==> src/rtl/scancode_digit_ctrl_pkg.sv <==
// Shared constants for the scancode digit controller: scancodes, blank digit
// encoding and sequencer FSM state encoding.
package scancode_digit_ctrl_pkg;

    localparam logic [7:0] SC_BREAK  = 8'hF0;
    localparam logic [7:0] SC_EXT    = 8'hE0;
    localparam logic [7:0] SC_BKSP   = 8'h66;
    localparam logic [7:0] SC_ESC    = 8'h76;

    localparam logic [4:0] DIG_BLANK = 5'h10;

    typedef enum logic [1:0] {
        ST_IDLE = 2'd0,
        ST_EXT  = 2'd1,
        ST_BRK  = 2'd2
    } state_e;

    // Digit slots use bit 4 as the blank flag.
    function automatic logic dig_is_blank(input logic [4:0] dig);
        return dig[4];
    endfunction

endpackage

==> src/rtl/scancode_digit_ctrl_to_hex.sv <==
// Combinational decode of a PS/2 set-2 make code into a hex key value.
module scancode_to_hex (
    input  logic [7:0] code_i,
    output logic       is_hex_o,
    output logic [3:0] nibble_o
);

    // Make-code lookup for keys 0-9 and A-F.
    always_comb begin
        is_hex_o = 1'b1;
        nibble_o = 4'h0;
        case (code_i)
            8'h45: nibble_o = 4'h0;
            8'h16: nibble_o = 4'h1;
            8'h1E: nibble_o = 4'h2;
            8'h26: nibble_o = 4'h3;
            8'h25: nibble_o = 4'h4;
            8'h2E: nibble_o = 4'h5;
            8'h36: nibble_o = 4'h6;
            8'h3D: nibble_o = 4'h7;
            8'h3E: nibble_o = 4'h8;
            8'h46: nibble_o = 4'h9;
            8'h1C: nibble_o = 4'hA;
            8'h32: nibble_o = 4'hB;
            8'h21: nibble_o = 4'hC;
            8'h23: nibble_o = 4'hD;
            8'h24: nibble_o = 4'hE;
            8'h2B: nibble_o = 4'hF;
            default: begin
                is_hex_o = 1'b0;
                nibble_o = 4'h0;
            end
        endcase
    end

endmodule

==> src/rtl/scancode_digit_ctrl.sv <==
// PS/2 scancode sequencer feeding four 7-segment digit slots.
// Optional idle auto-clear is enabled by defining AUTO_CLEAR_EN.
module scancode_digit_ctrl
    import scancode_digit_ctrl_pkg::*;
#(
    parameter int unsigned TIMEOUT_CYCLES = 50_000_000,
    parameter int          TMR_W          = 26
)
(
    input  logic       CLK,
    input  logic       RST,
    input  logic       code_valid,
    input  logic [7:0] code,
    output logic [4:0] dig0,
    output logic [4:0] dig1,
    output logic [4:0] dig2,
    output logic [4:0] dig3,
    output logic [7:0] last_code,
    output logic       full,
    output logic       ovf
);

    state_e          state_q, state_d;
    logic [3:0][4:0] dig_q, dig_d;
    logic [7:0]      last_code_q, last_code_d;
    logic            ovf_q, ovf_d;
    logic            is_hex_s;
    logic [3:0]      nibble_s;
    logic            timeout_hit_s;

    scancode_to_hex u_to_hex (
        .code_i   (code),
        .is_hex_o (is_hex_s),
        .nibble_o (nibble_s)
    );

`ifdef AUTO_CLEAR_EN
    localparam logic [TMR_W-1:0] TMR_MAX  = TMR_W'(TIMEOUT_CYCLES);
    localparam logic [TMR_W-1:0] TMR_LAST = TMR_W'(TIMEOUT_CYCLES - 32'd1);

    logic [TMR_W-1:0] tmr_q, tmr_d;

    // Idle counter: restarts on every byte, saturates at the timeout.
    always_comb begin
        tmr_d = tmr_q;
        if (code_valid) begin
            tmr_d = '0;
        end else if (tmr_q != TMR_MAX) begin
            tmr_d = tmr_q + TMR_W'(1);
        end else begin
            tmr_d = tmr_q;
        end
    end

    // Clear fires only on the transition into the timeout value.
    assign timeout_hit_s = ~code_valid & (tmr_q == TMR_LAST);

    // Idle counter register.
    always_ff @(posedge CLK) begin
        if (RST) begin
            tmr_q <= '0;
        end else begin
            tmr_q <= tmr_d;
        end
    end
`else
    assign timeout_hit_s = 1'b0;
`endif

    // Prefix FSM and digit shift-register next state.
    always_comb begin
        state_d     = state_q;
        dig_d       = dig_q;
        last_code_d = last_code_q;
        ovf_d       = 1'b0;
        if (code_valid) begin
            last_code_d = code;
            case (state_q)
                ST_IDLE: begin
                    if (code == SC_BREAK) begin
                        state_d = ST_BRK;
                    end else if (code == SC_EXT) begin
                        state_d = ST_EXT;
                    end else begin
                        state_d = ST_IDLE;
                        if (is_hex_s) begin
                            dig_d = {dig_q[2], dig_q[1], dig_q[0], {1'b0, nibble_s}};
                            ovf_d = ~dig_is_blank(dig_q[3]);
                        end else if (code == SC_BKSP) begin
                            dig_d = {DIG_BLANK, dig_q[3], dig_q[2], dig_q[1]};
                        end else if (code == SC_ESC) begin
                            dig_d = {4{DIG_BLANK}};
                        end else begin
                            dig_d = dig_q;
                        end
                    end
                end
                ST_EXT: begin
                    // Extended keys (arrows, keypad enter...) never touch the digits.
                    if (code == SC_BREAK) begin
                        state_d = ST_BRK;
                    end else if (code == SC_EXT) begin
                        state_d = ST_EXT;
                    end else begin
                        state_d = ST_IDLE;
                    end
                end
                ST_BRK: begin
                    state_d = ST_IDLE;
                end
                default: begin
                    state_d = ST_IDLE;
                end
            endcase
        end else if (timeout_hit_s) begin
            dig_d = {4{DIG_BLANK}};
        end else begin
            state_d = state_q;
        end
    end

    // State, digit and status registers.
    always_ff @(posedge CLK) begin
        if (RST) begin
            state_q     <= ST_IDLE;
            dig_q       <= {4{DIG_BLANK}};
            last_code_q <= 8'h00;
            ovf_q       <= 1'b0;
        end else begin
            state_q     <= state_d;
            dig_q       <= dig_d;
            last_code_q <= last_code_d;
            ovf_q       <= ovf_d;
        end
    end

    assign dig0      = dig_q[0];
    assign dig1      = dig_q[1];
    assign dig2      = dig_q[2];
    assign dig3      = dig_q[3];
    assign last_code = last_code_q;
    assign ovf       = ovf_q;
    assign full      = ~dig_is_blank(dig_q[0]) & ~dig_is_blank(dig_q[1])
                     & ~dig_is_blank(dig_q[2]) & ~dig_is_blank(dig_q[3]);

endmodule

==> config.mk <==
export PLATFORM = sky130hd
export DESIGN_NAME = scancode_digit_ctrl
export DESIGN_NICKNAME = d
export VERILOG_FILES = /design/src/rtl/scancode_digit_ctrl_pkg.sv /design/src/rtl/scancode_digit_ctrl_to_hex.sv /design/src/rtl/scancode_digit_ctrl.sv
export SDC_FILE = /design/constraint.sdc
export NUM_CORES = 1
export LEC_CHECK = 0
export ABC_AREA = 1
export BUFFER_PORTS_ARGS = -buffer_cell sky130_fd_sc_hd__buf_2
export CORE_MARGIN = 2
export CORE_UTILIZATION = 50
export DETAILED_ROUTE_END_ITERATION = 8
export PLACE_DENSITY = 0.75
export SYNTH_ARGS = -nofsm -noshare
export SYNTH_HDL_FRONTEND = slang
export SYNTH_SLANG_ARGS = --single-unit
==> constraint.sdc <==
create_clock -name CLK -period 3.55 [get_ports CLK]
set_input_delay 0.71 -clock CLK [delete_from_list [all_inputs] [get_ports CLK]]
set_output_delay 0.71 -clock CLK [all_outputs]
set_load 0.005 [all_outputs]
==> run metrics <==
routability congestion estimate 0.9368; xor and xnor area share after synthesis 0; # placed instances between 300 and 400; critical path launch point type input pin; Final Cell Area between 0.002 and 0.0025 mm^2; Clock power frac 0.352; die area 0.004038 mm^2; compound-gate portion of the synthesized area 0.07763; R2R setup slack just over 2 ns; largest net degree at the start of global routing 34; sequential share of the synthesized area 0.3500; Critical-path top delay cell nor3_1; initial DRC count approximately 110; Worst Setup End Kind flip-flop; synthesis-stage register bit count 31; most used cell, CP nand2_1; Sink Count 31; sw frac 0.2843; routed wire length slightly above 4 mm; Final Critical Period around 2.0 ns; vias in the first global route between 1500 and 2000; Max Cap Viol 0; grt total ovfl 0; number of synthesized flops with an enable pin 0; final period utilization 0.5770; Cell Area, Placed 0.001962 mm^2; Clock transition at path regs roughly 0.1 ns; Top Ports 41; vias per cell approximately 5; WP data required between 3 and 4 ns; Hold Slack about 0.48 ns; Gate power share 0.126; CTS Buf Count 5; Setup TNS 0 ns; worst path arrival time 2.24 ns; Hold Vio Cnt, Final 0; Port Buffers 40; Routed Antenna Nets 0; crit path max fanout 33; Syn. warnings 0; fill cell instance count of the final layout roughly 350; post-synthesis area per instance between 6 and 7 um^2; post-DP HPWL approximately 3.0 mm; met2 GRT Util 0.3434; met1 Use GR 0.3076; sequential power share 0.522; Power Internal around 0.51 mW; Nets approximately 330; Final Slew Violations 0; mapped cell area approximately 0.0018 mm^2; maximum clock insertion buffer count 2; ANT cells 0; post-synthesis simple-gate area fraction 0.4742; Post-route DRC 0; Post-Route Skew between 0.01 and 0.015 ns; layout cells sized above 1 0.2257; M3 GR Usage 0.04286; clock tree from TritonCTS built; number of gates resized after cts 0; P_sw 0.2013 mW; Pre-antenna DRT Iters 4; initial antenna violation count 0; crit-path cells buf_2, nor2_1, nand2_1, nor3_1, nor2_4, nand2_4, inv_1, nand2_1, nand3_1; area share of fa/ha/maj cells after synthesis 0; Final Non-Filler Cells 365; Rel. slew slack 0.5316; pre-CTS WS between 1 and 1.5 ns; core region area roughly 0.0034 mm^2; outcome finished, final reports clean; hold buffers post-CTS 0; global route hottest layer met2; main flop type after synthesis dfxtp_1; VDD IR max around 0.27 mV; global-route wire length before repair 7.189 mm; Power Dens Cells ~350 mW/mm^2; FP Rows 21; H-tree depth 2; HP Class reg -> reg; post-synthesis mux area share 0; total track usage 0.2238; asr flop ratio synth 0; CP peak stage delay around 0.34 ns; Clock Latency Late Sink about 0.34 ns; Worst Tran Pin Value approximately 0.7 ns; synthesized net count 290; width of the die 63.55 um; setup ws final around 1.5 ns; count of cell types in the netlist 27; cell leakage power approximately 1.1 nW; largest family of logic cells by synthesized area simple AND/OR/NAND/NOR gates; Highest Clock Rate approximately 0.5 GHz; initial core utilization 0.5272; final number of setup-violating endpoints 0; synthesis-to-layout area growth 14.75%; routed vias approximately 1800; Crit Path Class in -> reg; Die Height around 64 um; routed length per instance roughly 11 um; Syn Inst Count about 280; Post-CTS Setup Bufs 0; unrepaired setup endpoints after global routing false; clock root cell clkbuf_4
[worst max-delay path, delay by kind of cell]
family	cells	cell delay [ns]
buffers and inverters	2	0.26
and+or+nand+nor	7	1.26
[area by class of cell]
class                   count  area [um^2]  area share
clock buffers               7        65.06     0.03198
clock inverters             1        7.507    0.003690
inverters                  28        105.1     0.05166
multi-input cells         212        978.4      0.4809
flip-flops and latches     31        620.6      0.3050
well taps                  46        57.56     0.02829
repair buffers             40        200.2     0.09840
[power by group through the flow]
stage / combinational [mW] / sequential (mW) / clock, mW
finish: 0.0895 / 0.369 / 0.249
global route: 0.102 / 0.372 / 0.269
CTS: 0.0896 / 0.370 / 0.250
detailed placement: 0.0894 / 0.377 / 0
global placement: 0.0879 / 0.377 / 0
floorplan: 0.0591 / 0.377 / 0
[layer usage]
layer  share of wire  up-vias  wire length, um
met5               0        -                0
met4           0.013        0               52
met3           0.064        5              262
met2            0.44       57             1782
met1            0.48      805             1969
li1                -      951                -
[cells by family (layout without fill, tap and decap cells)]
| kind of cell | count (synthesis) | after routing |
|---|---|---|
| AOI/OAI and AO/OA | 27 | 27 |
| buffers and inverters | 36 | 76 |
| DFF | 31 | 31 |
| and+or+nand+nor | 185 | 185 |
[through the flow]
stage	power, mW	utilization
2_1_floorplan	0.4365	-
3_3_place_gp	0.4651	0.5833
3_5_place_dp	0.4669	0.5833
4_1_cts	0.7095	0.6049
5_1_grt	0.7435	0.6049
6_report	0.7081	0.6049
[cells in the mapped netlist, types with 2 or more instances]
| library cell | n | share of area |
|---|---|---|
| nor3_1 | 6 | 0.017 |
| inv_2 | 3 | 0.0064 |
| nand3_2 | 3 | 0.017 |
| a21oi_1 | 15 | 0.042 |
| nor2_2 | 3 | 0.011 |
| nand3_1 | 17 | 0.048 |
| nand2_2 | 7 | 0.025 |
| o21ai_0 | 10 | 0.028 |
| dfxtp_1 | 31 | 0.35 |
| nand2_4 | 3 | 0.019 |
| nand2_1 | 96 | 0.20 |
| nand4_1 | 4 | 0.014 |
| buf_6 | 3 | 0.019 |
| nor2_1 | 38 | 0.080 |
| nor2_4 | 3 | 0.019 |
| inv_1 | 25 | 0.053 |
| clkbuf_1 | 2 | 0.0042 |
[sequential cells by signal (all words and copies together), names as in the netlist]
register and count:
last_code 8, state_q 2, dig1 5, ovf 1
dig3 5, dig2 5, dig0 5
[worst paths after layout]
check	from	endpoint	cells past startpoint
setup / recovery	code[0]	dig2[4]	9
hold / removal	state_q[0]	state_q[0]	2
setup reg to reg	state_q[1]	dig2[4]	7
hold reg to reg	state_q[0]	state_q[0]	2
[placed cells by master (no fill, tap or decap)]
cell / Yosys / layout
nand2_1: 96 / 96
clkbuf_8: 0 / 2
nor2_2: 3 / 3
inv_1: 25 / 25
nor4_1: 1 / 1
or2_2: 1 / 1
nor3b_1: 1 / 1
nand3_1: 17 / 17
clkinvlp_4: 0 / 1
inv_2: 3 / 3
clkbuf_4: 0 / 5
nand3b_1: 1 / 1
a21boi_0: 1 / 1
nand2_2: 7 / 7
buf_2: 1 / 40
a21oi_1: 15 / 15
o21ai_1: 1 / 1
o21ai_0: 10 / 10
nand2_4: 3 / 3
nor2_1: 38 / 38
nor2_4: 3 / 3
nand4_1: 4 / 4
nor3_2: 1 / 1
dfxtp_1: 31 / 31
nand3_2: 3 / 3
nor3_1: 6 / 6
(Power assumes the default switching activity.)
